### config.mk
export PLATFORM = sky130hd
export DESIGN_NAME = truth_table_sweeper
export DESIGN_NICKNAME = d
export VERILOG_FILES = /design/src/rtl/truth_table_sweeper_pkg.sv /design/src/rtl/truth_table_sweeper_settle_timer.sv /design/src/rtl/truth_table_sweeper.sv
export SDC_FILE = /design/constraint.sdc
export NUM_CORES = 1
export LEC_CHECK = 0
export CAP_MARGIN = 20
export CORE_MARGIN = 2
export CORE_UTILIZATION = 48
export DETAILED_ROUTE_END_ITERATION = 16
export PLACE_DENSITY = 0.76
export RECOVER_POWER = 100
export REMOVE_ABC_BUFFERS = 1
export SETUP_SLACK_MARGIN = 0.15
export SKIP_CTS_REPAIR_TIMING = 1
export SLEW_MARGIN = 10
export SYNTH_ARGS = -nofsm -noshare
export SYNTH_HDL_FRONTEND = slang
export SYNTH_SLANG_ARGS = --single-unit
### constraint.sdc
create_clock -name clk -period 1.5 [get_ports clk]
set_input_delay 0.15 -clock clk [delete_from_list [all_inputs] [get_ports clk]]
set_output_delay 0.15 -clock clk [all_outputs]
set_load 0.05 [all_outputs]
### src/rtl/truth_table_sweeper_pkg.sv
// Shared definitions for the truth-table sweeper: FSM state encoding and counter sizing.
// Latency: n/a (types and constant helpers only).
// Backpressure: n/a.
package truth_table_sweeper_pkg;

  // Sweep controller states; the encodings are fixed so they can be probed or shown on LEDs.
  typedef enum logic [1:0] {
    ST_IDLE  = 2'd0,
    ST_APPLY = 2'd1,
    ST_CHECK = 2'd2,
    ST_DONE  = 2'd3
  } state_t;

  // Width needed to hold the values 0..n-1, with a floor of one bit.
  function automatic int cnt_width(input int n);
    int w;
    w = 1;
    while ((1 << w) < n) begin
      w = w + 1;
    end
    return w;
  endfunction

endpackage

### src/rtl/truth_table_sweeper_settle_timer.sv
// Settle timer: loadable down-counter that paces how long each stimulus vector is held.
// Latency: zero is combinational from the count; a load takes effect on the next edge.
// Backpressure: none; the counter parks at zero until the next load.
module settle_timer
  import truth_table_sweeper_pkg::*;
#(
  parameter int SETTLE = 2
) (
  input  logic clk,
  input  logic reset,
  input  logic load,
  output logic zero
);

  localparam int CNT_W = cnt_width(SETTLE);
  // The count runs SETTLE-1 down to 0, so the vector is held SETTLE cycles in APPLY.
  localparam logic [CNT_W-1:0] RELOAD = CNT_W'(SETTLE - 1);

  logic [CNT_W-1:0] count;

  // Reload on request, otherwise count down and stop at zero.
  always_ff @(posedge clk) begin
    if (reset) begin
      count <= '0;
    end else if (load) begin
      count <= RELOAD;
    end else if (count != '0) begin
      count <= count - 1'b1;
    end
  end

  assign zero = (count == '0);

endmodule

### src/rtl/truth_table_sweeper.sv
// Truth-table sweeper: walks all 2^N_IN input vectors, samples the DUT after SETTLE cycles, scores vs EXPECTED.
// Latency: first vector 1 cycle after start; SETTLE+1 cycles per vector; done (2^N_IN)*(SETTLE+1)+1 cycles after start.
// Backpressure: start is ignored while a sweep is running (not queued). SWEEP_STOP_ON_FAIL_EN ends the sweep on the first mismatch.
module truth_table_sweeper
  import truth_table_sweeper_pkg::*;
#(
  parameter int N_IN   = 4,
  parameter int N_OUT  = 2,
  parameter int SETTLE = 2,
  parameter logic [(2**N_IN)*N_OUT-1:0] EXPECTED = '0
) (
  input  logic             clk,
  input  logic             reset,
  input  logic             start,
  output logic [N_IN-1:0]  dut_in,
  input  logic [N_OUT-1:0] dut_out,
  output logic             busy,
  output logic             done,
  output logic             pass,
  output logic [N_IN:0]    err_count,
  output logic             fail_valid,
  output logic [N_IN-1:0]  fail_vec
);

`ifdef SWEEP_STOP_ON_FAIL_EN
  localparam bit STOP_ON_FAIL = 1'b1;
`else
  localparam bit STOP_ON_FAIL = 1'b0;
`endif

  // Every vector can mismatch at most once, so 2^N_IN is the ceiling of the error count.
  localparam logic [N_IN:0] ERR_MAX = {1'b1, {N_IN{1'b0}}};

  state_t state_q;
  state_t state_d;

  logic             timer_load;
  logic             timer_zero;
  logic             sweep_begin;
  logic             vec_inc;
  logic             cmp_en;
  logic             finish;
  logic             mismatch;
  logic             last_vec;
  logic [N_OUT-1:0] exp_slice;

  settle_timer #(
    .SETTLE(SETTLE)
  ) u_settle (
    .clk  (clk),
    .reset(reset),
    .load (timer_load),
    .zero (timer_zero)
  );

  // Comparator against the expected row for the vector currently applied.
  always_comb begin
    exp_slice = EXPECTED[int'(dut_in) * N_OUT +: N_OUT];
    mismatch  = (dut_out != exp_slice);
    last_vec  = &dut_in;
  end

  // State register.
  always_ff @(posedge clk) begin
    if (reset) begin
      state_q <= ST_IDLE;
    end else begin
      state_q <= state_d;
    end
  end

  // Next-state logic: sweep ends on the all-ones vector, or on the first mismatch when stopping on fail.
  always_comb begin
    state_d = state_q;
    case (state_q)
      ST_IDLE: begin
        if (start) begin
          state_d = ST_APPLY;
        end
      end
      ST_APPLY: begin
        if (timer_zero) begin
          state_d = ST_CHECK;
        end
      end
      ST_CHECK: begin
        if (last_vec || (STOP_ON_FAIL && mismatch)) begin
          state_d = ST_DONE;
        end else begin
          state_d = ST_APPLY;
        end
      end
      ST_DONE: begin
        state_d = ST_IDLE;
      end
      default: begin
        state_d = ST_IDLE;
      end
    endcase
  end

  // Output decode: control strobes for the vector counter, timer and result registers.
  always_comb begin
    sweep_begin = (state_q == ST_IDLE) && start;
    cmp_en      = (state_q == ST_CHECK);
    vec_inc     = cmp_en && (state_d == ST_APPLY);
    timer_load  = sweep_begin || vec_inc;
    finish      = (state_q == ST_DONE);
  end

  // Vector counter and result registers; results hold in IDLE so they stay readable after a sweep.
  always_ff @(posedge clk) begin
    if (reset) begin
      dut_in     <= '0;
      busy       <= 1'b0;
      done       <= 1'b0;
      pass       <= 1'b0;
      err_count  <= '0;
      fail_valid <= 1'b0;
      fail_vec   <= '0;
    end else begin
      done <= 1'b0;

      if (sweep_begin) begin
        dut_in     <= '0;
        err_count  <= '0;
        fail_valid <= 1'b0;
        pass       <= 1'b0;
        busy       <= 1'b1;
      end

      if (cmp_en && mismatch) begin
        if (err_count != ERR_MAX) begin
          err_count <= err_count + 1'b1;
        end
        if (!fail_valid) begin
          fail_vec   <= dut_in;
          fail_valid <= 1'b1;
        end
      end

      // dut_in only advances from CHECK toward APPLY, so it never wraps past all-ones.
      if (vec_inc) begin
        dut_in <= dut_in + 1'b1;
      end

      // err_count already includes any mismatch on the final vector by the time DONE is reached.
      if (finish) begin
        done <= 1'b1;
        busy <= 1'b0;
        pass <= (err_count == '0);
      end
    end
  end

endmodule

==> metrics <==
total routed wirelength=2311 um; Max IR drop VDD=around 0.82 mV; Initial Utilization=50.95%; Crit path buffers/inverters=0; CP max stage delay=340 ps; Syn Inst Count=110; hold violation count in the final report=0; Hold Path Stages=2; power per cell area=roughly 800 nW/um2; instance count on the critical path=4; Netlist Area Pre-Place=1010 um2; Die ar.=2487 um2; end of the critical path=dut_in[0]; multiplexer area fraction after synthesis=0%; Worst-path clk slew=120 ps; yosys warns=0; First-pass DRT Iterations=4; startpoint types=flop; Worst-Skew Late Latency=300 ps; Tot GR Track Use=between 10% and 20%; vias in the first global route=848; reg-to-reg setup timing slack=140 ps; routed vias/inst=5.665; Critical Path Source=dut_in[0]; Async SR Flop Fraction=0%; total CTS buffers=3; CTS tree=done; Netlist cell types=41; routability cong.=0.8243; first-pass GRT wire length=3767 um; 1st-iter DRT viols=17; wire per inst=approximately 14 um; minimum clock period=1361 ps; Fmax achieved=734.5 MHz; commonest non-fill, non-tap cell in the layout=dfxtp_1; adder-cell share of the synthesized area=3.717%; Mean Syn Cell Area=9.179 um2; RSZ-0062 raised after global routing=no; sequential area share after synthesis=39.65%; Worst Path Required=1740 ps; FF-to-FF Start=dut_in[0]; compound-gate portion of the synthesized area=21.93%; Synth Register Bits=20; port buffer count=21; CP top delay family=simple AND/OR/NAND/NOR gates; Area growth, synth to finish=25.65%; crit path capture type=flop; Clock Tree Root=clkbuf_4; largest net degree at the start of global routing=16; Slew @ Worst Pin=599.3 ps; CP max-delay cell=dfxtp_1; vias=slightly above 900; capturing point of the worst reg2reg path=dut_in[0]; DRC=0; run status=completed; largest cells by area after synthesis=dfxtp_1 (40%), a21oi_1 (6.9%), nand3_1 (5.5%); initial antenna violation count=0; number of synthesized flops with an enable pin=0; HPWL after DPL=1680 um; CP Class=reg2reg; largest family of logic cells by synthesized area=simple AND/OR/NAND/NOR gates; peak fanout along the critical path=5; share of layout cells above drive strength 1=21.64%; DIE WIDTH=49.87 um; height of the die=49.87 um; R2R cell count=4; largest area contributor in the netlist=dfxtp_1; CTS sink cnt=20; CTS Buffer Depth=2; row cnt=16; H-tree depth=1; hold slack=467.7 ps; Max Cap Viol=0; Nets=roughly 140; Static Leakage=0.4528 nW; Yosys top cell area share=39.65%; Setup TNS=0 ps; ys flop type=dfxtp_1; CP Cell Sequence=ha_1 > and3_1 > or3_1 > a21oi_1; Final setup violation count=0; core area=1982 um2; Post-DRT Antenna Nets=0; commonest non-fill, non-tap cells in the layout=dfxtp_1 (18), a21oi_1 (13), nand3_1 (11), clkbuf_1 (10), buf_4 (6); min-delay worst type=reg2reg; n_diodes=0; Post-Synth Simple-Gate Area=26.27%; skew final=~8.5 ps; remaining global-route overflow=0; crit path DAT=between 1500 and 2000 ps; top-level I/O count=22; fin. max-slew vios=0; xor/xnor share of the synthesized area=less than 1%; fin crit share=90.76%; hold path start=busy; Max-slew headroom=60.22%
==> cell type report <==
type	instances	area, um2
clock buffers	4	36.28
fillers	179	713.2
inverters	5	18.77
multi-input cells	77	569.3
flip-flops and latches	20	402.9
well taps	27	33.78
repair buffers	28	207.7
==> metrics by stage <==
step / cell area [um2] / power [mW] / instances / util [%] / setup WS (ps)
CTS: 1303 / 1.008 / 159 / 65.72 / 43.73
floorplan: 952.2 / 0.6414 / 102 / - / -83.50
global route: 1269 / 1.040 / 161 / 64.02 / 85.21
global placement: 1266 / 0.6988 / 155 / 63.89 / 78.13
detailed placement: 1266 / 0.7016 / 155 / 63.89 / 18.86
finish: 1269 / 1.004 / 161 / 64.02 / 138.6
==> synth_stat cells (2+ instances only) <==
| cell | number |
|---|---|
| o21ai_0 | 2 |
| nand3_1 | 11 |
| nor3b_1 | 2 |
| clkbuf_1 | 2 |
| ha_1 | 3 |
| a311oi_1 | 2 |
| inv_1 | 5 |
| nor2_1 | 5 |
| dfxtp_1 | 20 |
| nand2_1 | 3 |
| or3_1 | 3 |
| buf_6 | 3 |
| o31ai_1 | 4 |
| a21oi_1 | 14 |
| o32ai_1 | 2 |
| nand4b_1 | 4 |
==> kinds of logic (layout without fill, tap and decap cells) <==
kind of cell,Yosys count,count (layout)
XOR/XNOR,1,1
buffers and inverters,13,37
adder cells (fa/ha/maj),3,3
AO/OA/AOI/OAI,32,32
AND/OR/NAND/NOR,41,41
flip-flops,20,20
==> worst reg2reg max path, delay by kind of cell (launching register included) <==
family / cells / cell delay, ps
simple gates: 2 / 560
flops: 1 / 340
compound gates: 1 / 150
fa+ha+maj: 1 / 240
==> how the worst min path moves through the flow <==
stage	end	slack, ps
floorplan	err_count[4]	220
global placement	busy	450
detailed placement	busy	460
CTS	busy	470
global route	busy	490
finish	busy	470
==> layer usage <==
layer  GRT usage [%]  vias to the layer above  part of all wire, %
met5               0                        -                    0
met2           32.00                       16                   50
met4           4.167                        0                    0
met3           3.636                        0                  3.3
met1           25.52                      435                   46
li1                -                      461                    -
==> power breakdown <==
part | switching (mW) | internal [mW] | total [mW] | leakage, nW
clock | 0.166 | 0.148 | 0.314 | 0.0210
combinational | 0.0805 | 0.0515 | 0.132 | 0.269
sequential | 0.0155 | 0.543 | 0.559 | 0.163
==> flip-flops by register name (all words and copies together) (netlist names) <==
name            flops
err_count           5
dut_in              4
fail_vec            4
state_q             2
busy                1
done                1
fail_valid          1
pass                1
u_settle.count      1
No activity file was read; power rests on OpenSTA's default activity.
